### src/rtl/dmem_arb_pkg.sv
// Shared types and default widths for the data-memory arbiter between the
// MIPS32 MEM stage and the debug/loader port.
package dmem_arb_pkg;

    localparam int ADDR_W_DEF = 10;
    localparam int DATA_W_DEF = 32;
    localparam int WCNT_W     = 4;

    typedef enum logic [1:0] {
        RUN,
        LOCKED,
        RELEASE
    } arb_state_e;

    typedef enum logic [1:0] {
        NONE,
        PIPE,
        DBG
    } rd_owner_e;

endpackage

### src/rtl/dmem_wait_ctr.sv
// Saturating count of cycles a debug request has been held off by the
// pipeline; a clear (grant or dropped request) takes precedence over counting.
module dmem_wait_ctr
    import dmem_arb_pkg::*;
#(
    parameter int MAX_WAIT = 4
) (
    input  logic              clk_x,
    input  logic              rst_n,
    input  logic              inc_i,
    input  logic              clr_i,
    output logic [WCNT_W-1:0] cnt_o
);

    logic [WCNT_W-1:0] cnt_q;
    logic [WCNT_W-1:0] cnt_d;
    logic              sat;

    assign sat   = (cnt_q == WCNT_W'(MAX_WAIT));
    assign cnt_o = cnt_q;

    always_comb begin
        cnt_d = cnt_q;
        if (clr_i) begin
            cnt_d = '0;
        end else if (inc_i && !sat) begin
            cnt_d = cnt_q + 1'b1;
        end
    end

    always_ff @(posedge clk_x or negedge rst_n) begin
        if (!rst_n) begin
            cnt_q <= '0;
        end else begin
            cnt_q <= cnt_d;
        end
    end

endmodule

### src/rtl/dmem_arbiter.sv
// Single-port data-memory arbiter: pipeline has priority, debug gets a forced
// grant after MAX_WAIT blocked cycles, and lock mode hands the loader the memory.
module dmem_arbiter
    import dmem_arb_pkg::*;
#(
    parameter int ADDR_W   = ADDR_W_DEF,
    parameter int DATA_W   = DATA_W_DEF,
    parameter int MAX_WAIT = 4
) (
    input  logic              clk_x,
    input  logic              rst_n,
    input  logic              p_req,
    input  logic              p_we,
    input  logic [ADDR_W-1:0] p_addr,
    input  logic [DATA_W-1:0] p_wdata,
    output logic [DATA_W-1:0] p_rdata,
    output logic              p_stall,
    input  logic              d_valid,
    output logic              d_ready,
    input  logic              d_we,
    input  logic [ADDR_W-1:0] d_addr,
    input  logic [DATA_W-1:0] d_wdata,
    output logic [DATA_W-1:0] d_rdata,
    output logic              d_rvalid,
    input  logic              d_lock,
    output logic              locked,
    output logic              m_en,
    output logic              m_we,
    output logic [ADDR_W-1:0] m_addr,
    output logic [DATA_W-1:0] m_wdata,
    input  logic [DATA_W-1:0] m_rdata
);

    arb_state_e        state_q, state_d;
    rd_owner_e         rd_owner_q, rd_owner_d;
    logic [WCNT_W-1:0] wcnt;
    logic              wait_sat;
    logic              dbg_gnt, pipe_gnt, stall_raw;
    logic              dbg_go, pipe_go;

    assign wait_sat = (wcnt == WCNT_W'(MAX_WAIT));

    always_comb begin
        dbg_gnt   = 1'b0;
        pipe_gnt  = 1'b0;
        stall_raw = 1'b0;
        state_d   = state_q;
        unique case (state_q)
            RUN: begin
                dbg_gnt   = d_valid & (~p_req | wait_sat);
                pipe_gnt  = p_req & ~dbg_gnt;
                stall_raw = p_req & dbg_gnt;
                if (d_lock) state_d = LOCKED;
            end
            LOCKED: begin
                dbg_gnt   = d_valid;
                stall_raw = 1'b1;
                if (!d_lock) state_d = RELEASE;
            end
            RELEASE: begin
                stall_raw = 1'b1;
                state_d   = RUN;
            end
            default: state_d = RUN;
        endcase
    end

    // Grants are masked while reset is held so the memory never sees an access.
    assign dbg_go  = dbg_gnt & rst_n;
    assign pipe_go = pipe_gnt & rst_n;
    assign d_ready = dbg_go;
    assign p_stall = stall_raw & rst_n;
    assign m_en    = dbg_go | pipe_go;
    assign locked  = (state_q != RUN);

    always_comb begin
        m_we    = 1'b0;
        m_addr  = '0;
        m_wdata = '0;
        if (dbg_go) begin
            m_we    = d_we;
            m_addr  = d_addr;
            m_wdata = d_wdata;
        end else if (pipe_go) begin
            m_we    = p_we;
            m_addr  = p_addr;
            m_wdata = p_wdata;
        end
    end

    always_comb begin
        rd_owner_d = NONE;
        if (dbg_go && !d_we) begin
            rd_owner_d = DBG;
        end else if (pipe_go && !p_we) begin
            rd_owner_d = PIPE;
        end
    end

    assign d_rvalid = (rd_owner_q == DBG);
    assign d_rdata  = m_rdata;
    assign p_rdata  = m_rdata;

    dmem_wait_ctr #(
        .MAX_WAIT(MAX_WAIT)
    ) u_wait_ctr (
        .clk_x(clk_x),
        .rst_n(rst_n),
        .inc_i(d_valid & ~dbg_go),
        .clr_i(dbg_go | ~d_valid),
        .cnt_o(wcnt)
    );

    always_ff @(posedge clk_x or negedge rst_n) begin
        if (!rst_n) begin
            state_q    <= RUN;
            rd_owner_q <= NONE;
        end else begin
            state_q    <= state_d;
            rd_owner_q <= rd_owner_d;
        end
    end

endmodule

### config.mk
export PLATFORM = sky130hd
export DESIGN_NAME = dmem_arbiter
export DESIGN_NICKNAME = d
export VERILOG_FILES = /design/src/rtl/dmem_arb_pkg.sv /design/src/rtl/dmem_wait_ctr.sv /design/src/rtl/dmem_arbiter.sv
export SDC_FILE = /design/constraint.sdc
export NUM_CORES = 1
export LEC_CHECK = 0
export ABC_AREA = 1
export CORE_UTILIZATION = 25
export CTS_CLUSTER_DIAMETER = 80
export DETAILED_ROUTE_END_ITERATION = 10
export GPL_TIMING_DRIVEN = 0
export PLACE_DENSITY = 0.79
export SYNTH_ARGS = -nofsm -noshare
export SYNTH_HDL_FRONTEND = slang
export SYNTH_SLANG_ARGS = --single-unit
### constraint.sdc
create_clock -name clk_x -period 1.6 [get_ports clk_x]
set_input_delay 0.32 -clock clk_x [delete_from_list [all_inputs] [get_ports clk_x]]
set_output_delay 0.32 -clock clk_x [all_outputs]
set_load 0.005 [all_outputs]
==> metrics.yaml, run 1 <==
routed_wl_mm: 9.23
fin_skew_ns: 0.000392
worst_ir_drop_vdd_mv: 0.515
die_w_um: 92.6
clk_latency_ns: 0.23
grt_setup_unrepaired: "yes"
clock_path_buffers: 2
pwr_density_cell_nw_per_um2: 764
io_pins: 235
violations: "negative setup slack"
report.final.hold_viol_count: 0
numPortBuffers: 202
drtIter0Drc: 31
initial_core_util_pct: 26.2
grt_pass1_vias: 2856
ys_seq_area_share_pct: 9.75
fin_crit_ns: 2.11
layout_commonest_cell: "clkdlybuf4s50_1"
dieArea_sq_um: 8580
post-place-cells: 667
setup_violations: 46
via_per_inst: 4.18
cts_max_level: 1
first_pass_iters: 4
fp-row-count: 32
status: "complete, but fails checks"
avgSynthCellArea_sq_um: 5.66
setup_ws_ns: -0.508
grt_usage_pct: 19.1
place_congestion: 0.755
cp-start-kind: "register"
critPathRequiredTime_ns: 1.28
crit_path_max_fanout: 5
maxCapViolCount: 0
drive_gt1_share_pct: 42.3
grt_overflow: 0
layout.cells.non_filler: 712
tightest_slew_ns: 0.270
place_hpwl_mm: 6.55
ys_warn_count: 0
core_sq_um: 7850
wl_per_cell_um: 13.0
final.fill_count: 712
netlist_area_sq_um: 2050
synth.distinct_cells: 19
cts_tree: "built"
final_util_pct: 61.6
antenna_found_initial: 0
syn_nets: 492
synthCells: 363
crit_type: "register to output port"
grt_first_pass_wirelength_mm: 13.3
cp.arrival_ns: 1.79
nNetsFinal: 741
grt_start_max_net_pins: 11
hold_buffers: 0
most-common-layout-cells: "152 x clkdlybuf4s50_1, 86 x buf_4, 67 x nand2_1, 52 x inv_1"
area_delta_synth_final_pct: 135
antenna_cells: 0
cts_root_buffer: "clkbuf_8"
hold_slack_ns: 0.0387
postRouteAntennaNets: 0
finalCritPeriodShare_pct: 132
max_freq_mhz: 474
p_leak_nw: 2.57
ys_seq_elements: 8
cts_buffers: 3
worstHoldPathType: "input pin to asynchronous set/reset pin"
die_h_um: 92.6
worstSetupEndpointType: "output port"
cts_num_sinks: 8
vias: 2977
drc: 0
slew_headroom_pct: 82.0
clk_pin_slew_ns: 0.04
slew_violations: 0
-- Yosys cell counts --
library cell  count  area share [%]
a31oi_1           1            0.30
nand2_8           2             2.0
nand3_1          46              11
nand2_4           3             1.6
o21ai_0           4            0.98
xor2_1            2            0.85
inv_2             1            0.18
inv_1            58              11
buf_6             8             4.4
nor2_1           52             9.5
nand3_4           1            0.85
clkbuf_1          4            0.73
nand2_1          96              18
dfrtp_1           8             9.8
buf_4            68              25
ha_1              6             3.7
nand4_1           1            0.30
o21a_1            1            0.37
nand2_2           1            0.30
-- through the flow --
stage	setup WS, ns	area, sq um	setup TNS [ns]	power, mW
2_1_floorplan	-0.0286	2070	-1.11	1.48
3_3_place_gp	-1.26	4220	-55.85	2.52
3_5_place_dp	-1.27	4220	-56.65	2.57
4_1_cts	-0.497	4470	-19.80	3.28
5_1_grt	-0.585	4830	-24.81	3.94
6_report	-0.508	4830	-21.69	3.69
-- logic make-up (layout without fill, tap and decap cells) --
logic type | Yosys count | count (layout) | synth area share (%)
xor gates and xnor gates | 2 | 2 | 0.853
AOI/OAI and AO/OA | 6 | 6 | 1.65
DFF | 8 | 8 | 9.75
adders and majority gates | 6 | 6 | 3.66
and+or+nand+nor | 202 | 202 | 43.3
buffers and inverters | 139 | 386 | 40.8
-- power breakdown --
part           switching, mW  internal [mW]
logic                   1.38           1.75
registers             0.0567          0.258
clock network         0.0768          0.163
total                   1.52           2.17
-- worst paths after layout --
check	start	end	slack (ns)	cells past startpoint
setup / recovery	u_wait_ctr.cnt_o[1]$_DFFE_PN0P_	m_wdata[3]	-0.51	12
hold / removal	rst_n	u_wait_ctr.cnt_o[3]$_DFFE_PN0P_	0.04	1
setup reg to reg	u_wait_ctr.cnt_o[1]$_DFFE_PN0P_	rd_owner_q[0]$_DFF_PN0_	0.01	12
hold reg to reg	u_wait_ctr.cnt_o[3]$_DFFE_PN0P_	u_wait_ctr.cnt_o[3]$_DFFE_PN0P_	0.63	3
max in group asynchronous	rst_n	u_wait_ctr.cnt_o[1]$_DFFE_PN0P_	1.37	1
min in group clk_x	d_valid	u_wait_ctr.cnt_o[3]$_DFFE_PN0P_	0.62	3
-- layout make-up --
class | instances | area, sq um | area share [%]
tap | 102 | 128 | 2.64
timing repair buffer | 245 | 2240 | 46.4
inverter | 59 | 229 | 4.74
multi-input combinational | 216 | 1330 | 27.6
clock buffer | 3 | 41.3 | 0.855
sequential | 8 | 200 | 4.14
buffer | 79 | 658 | 13.6
-- critical path: stages, from the launching register on --
cell and delay (ns):
dfrtp_1 0.39, inv_2 0.09, ha_4 0.15, nand3_4 0.09, nand2_4 0.10, nand2_4 0.07, nand2_8 0.09, nand2_8 0.08
buf_8 0.14, buf_6 0.12, nand2_1 0.05, nand2_1 0.06, buf_2 0.13
-- layer usage --
| layer | global-route usage (%) | up-vias | part of all wire, % |
|---|---|---|---|
| met3 | 3.12 | 9 | 6.8 |
| met1 | 20.5 | 1327 | 37 |
| met2 | 38.7 | 131 | 55 |
| li1 | - | 1510 | - |
| met5 | 0 | - | 0 |
| met4 | 3.59 | 0 | 1.1 |
-- repair_timing --
action                                  CTS  global route
cloned                                    7             0
resized for setup                       264            86
setup buffers                            27            10
endpoints found under the setup margin   52            48
pin swaps                                28            30
-- flip-flops by register name, summed over array words and instances (netlist names) --
signal            cells
rd_owner_q            2
state_q               2
u_wait_ctr.cnt_o      4
Note: power is estimated with default switching activity, not from simulation.
==> run 2: changes to the inputs <==
==> constraint.sdc (replaced) <==
create_clock -name clk_x -period 1.6 [get_ports clk_x]
set_input_delay 0.16 -clock clk_x [delete_from_list [all_inputs] [get_ports clk_x]]
set_output_delay 0.16 -clock clk_x [all_outputs]
set_load 0.005 [all_outputs]
==> metrics.yaml, run 2 (synthesized netlist as in run 1, its figures left out) <==
cp_cell_sequence: "inv_2, ha_4, nand3_4, nand2_4, nand2_4, nand2_8, nand2_8, buf_6, buf_6, nand2_4, nand2_2, buf_2"
report.final.hold_viol_count: 0  # unchanged
first_pass_iters: 4  # unchanged
via_per_inst: 4.25  # +1.6%
r2r_slack_ns: -0.04  # -0.05 ns
antenna_cells: 0  # unchanged
fin_skew_ns: 0.00191  # +0.00151 ns
hold_slack_ns: 0.537  # +0.499 ns
dieArea_sq_um: 8580  # unchanged
switching_share_pct: 41.2  # +0.067 points
drtIter0Drc: 41  # +32%
slowest_delay_ns: 0.41  # +0.02 ns
cts_root_buffer: "clkbuf_8"
layout_commonest_cell: "clkdlybuf4s50_1"
preCtsSetupSlack_ns: -1.02  # +0.256 ns
maxCapViolCount: 0  # unchanged
switchingPower_mw: 1.60  # +5.4%
area_delta_synth_final_pct: 139
fp-row-count: 32  # unchanged
clk_latency_ns: 0.23  # about the same
cts_num_sinks: 8  # unchanged
share_comb_of_total_power_pct: 85.5  # +0.5 points
grt_usage_pct: 20.6  # +1.4 points
worst_ir_drop_vdd_mv: 0.424  # -18%
fin_crit_ns: 2.00  # -0.106 ns
drive_gt1_share_pct: 43.1  # +0.84 points
met2_length_mm: 5.03  # -1.5%
drc: 0  # unchanged
largest_reg_flops: 4  # unchanged
crit_type: "register to output port"
cp-start-kind: "register"
postRouteAntennaNets: 0  # unchanged
clk_pin_slew_ns: 0.04  # about the same
setup_ws_ns: -0.402  # +0.106 ns
io_pins: 235  # unchanged
seq_area_sq_um: 201  # +0.62%
crit_path_max_fanout: 6  # +1
worstSetupEndpointType: "output port"
place_congestion: 0.729  # -3.4%
critPathRequiredTime_ns: 1.44  # +0.16 ns
setup_violations: 47  # +2.2%
p_leak_nw: 2.61  # +1.6%
routed_wl_mm: 9.27  # +0.41%
path_common_cell: "nand2_4"
clock_path_buffers: 2  # unchanged
violations: "negative setup slack"
vias: 3064  # +2.9%
grt_overflow: 0  # unchanged
status: "complete, but fails checks"
initial_core_util_pct: 26.2  # unchanged
cpLargestDelayFamily: "simple AND/OR/NAND/NOR gates"
cp.arrival_ns: 1.84  # +0.05 ns
die_w_um: 92.6  # unchanged
multi_input_area_sq_um: 1370  # +2.9%
core_sq_um: 7850  # unchanged
slew_headroom_pct: 73.7  # -8.3 points
die_h_um: 92.6  # unchanged
tightest_slew_ns: 0.393  # +0.124 ns
grt_pass1_vias: 3171  # +11%
slowest_stage: "dfrtp_2"
pwr-share-clk_pct: 6.5  # about the same
wl_met3_um: 672  # +7.7%
antenna_found_initial: 0  # unchanged
worstHoldPathType: "input pin to asynchronous set/reset pin"
numPortBuffers: 202  # unchanged
nNetsFinal: 750  # +1.2%
slew_violations: 0  # unchanged
grt_first_pass_wirelength_mm: 14.2  # +6.7%
met1_length_mm: 3.34  # -1.6%
final.fill_count: 695  # -2.4%
cts_buffers: 3  # unchanged
finalCritPeriodShare_pct: 125  # -6.6 points
grt_start_max_net_pins: 11  # unchanged
path_buf_inv: 4  # unchanged
seqPwrFrac_pct: 8.0  # -0.5 points
most-common-layout-cells: "154 x clkdlybuf4s50_1, 85 x buf_4, 55 x nand2_1, 52 x inv_1, 45 x buf_2"
pwr_density_cell_nw_per_um2: 791  # +3.6%
cts_tree: "built"
cts_max_level: 1  # unchanged
p_int_mw: 2.28  # +5.1%
wl_per_cell_um: 12.9  # -0.84%
grt_setup_unrepaired: "yes"
max_freq_mhz: 500  # +5.3%
place_hpwl_mm: 6.23  # -4.9%
maxUsedRoutingLayer: "met4"
## run 2: repair_timing
item	4_1_cts	5_1_grt
gates cloned	9	1
hold buffers	1	0
gates resized for setup	281	54
buffers inserted	38	7
pin swaps	45	23
endpoints found under the setup margin	48	53
endpoints found under the hold margin	8	0
## run 2: path summary, 6_finish.rpt
check / from / to / depth (start not counted)
worst max-delay path: u_wait_ctr.cnt_o[0]$_DFFE_PN0P_ / m_wdata[5] / 12
worst max register to register: u_wait_ctr.cnt_o[0]$_DFFE_PN0P_ / rd_owner_q[0]$_DFF_PN0_ / 12
max in group asynchronous: rst_n / u_wait_ctr.cnt_o[0]$_DFFE_PN0P_ / 2
min in group clk_x: rst_n / rd_owner_q[1]$_DFF_PN0_ / 5
worst min register to register: u_wait_ctr.cnt_o[3]$_DFFE_PN0P_ / u_wait_ctr.cnt_o[3]$_DFFE_PN0P_ / 3
worst min-delay path: rst_n / state_q[0]$_DFFE_PN0P_ / 2
## run 2: metrics by stage
step	instances	util [%]	area (sq um)	total power, mW	TNS, ns
6_report	721	62.5	4900	3.88	-15.55
5_1_grt	721	62.5	4900	4.15	-19.05
4_1_cts	718	59.9	4700	3.67	-15.10
3_5_place_dp	667	53.6	4200	2.50	-42.67
3_3_place_gp	667	53.6	4200	2.46	-41.13
2_1_floorplan	363	-	2050	1.44	0
## run 2: final cells by class
class | count | share of cell area (%)
Sequential cell | 8 | 4.11
Buffer | 77 | 12.6
Clock buffer | 3 | 0.842
Timing Repair Buffer | 253 | 47.3
Inverter | 59 | 4.57
Multi-Input combinational cell | 219 | 27.9
Tap cell | 102 | 2.60
## run 2: worst register-to-register path, stage by stage, from the launching register on
cell and delay, ns:
dfrtp_2 0.41, inv_2 0.09, ha_4 0.15, nand3_4 0.08
nand2_4 0.10, nand2_4 0.08, buf_4 0.13, buf_4 0.13
nand2_4 0.08, buf_4 0.11, nand3_1 0.08, nand2_1 0.08
inv_1 0.04
## run 2: power by group through the flow
stage,clock (mW),sequential [mW],combinational (mW)
after CTS,0.253,0.305,3.11
after global placement,0,0.315,2.15
after floorplan,0,0.307,1.14
after global routing,0.261,0.317,3.58
after detailed placement,0,0.323,2.18
final,0.251,0.311,3.32
## run 2: metal layers
metal / global-route usage, % / vias to the layer above
met4: 7.44 / 0
met2: 42.3 / 151
li1: - / 1534
met3: 3.12 / 18
met5: 0 / -
met1: 20.2 / 1361
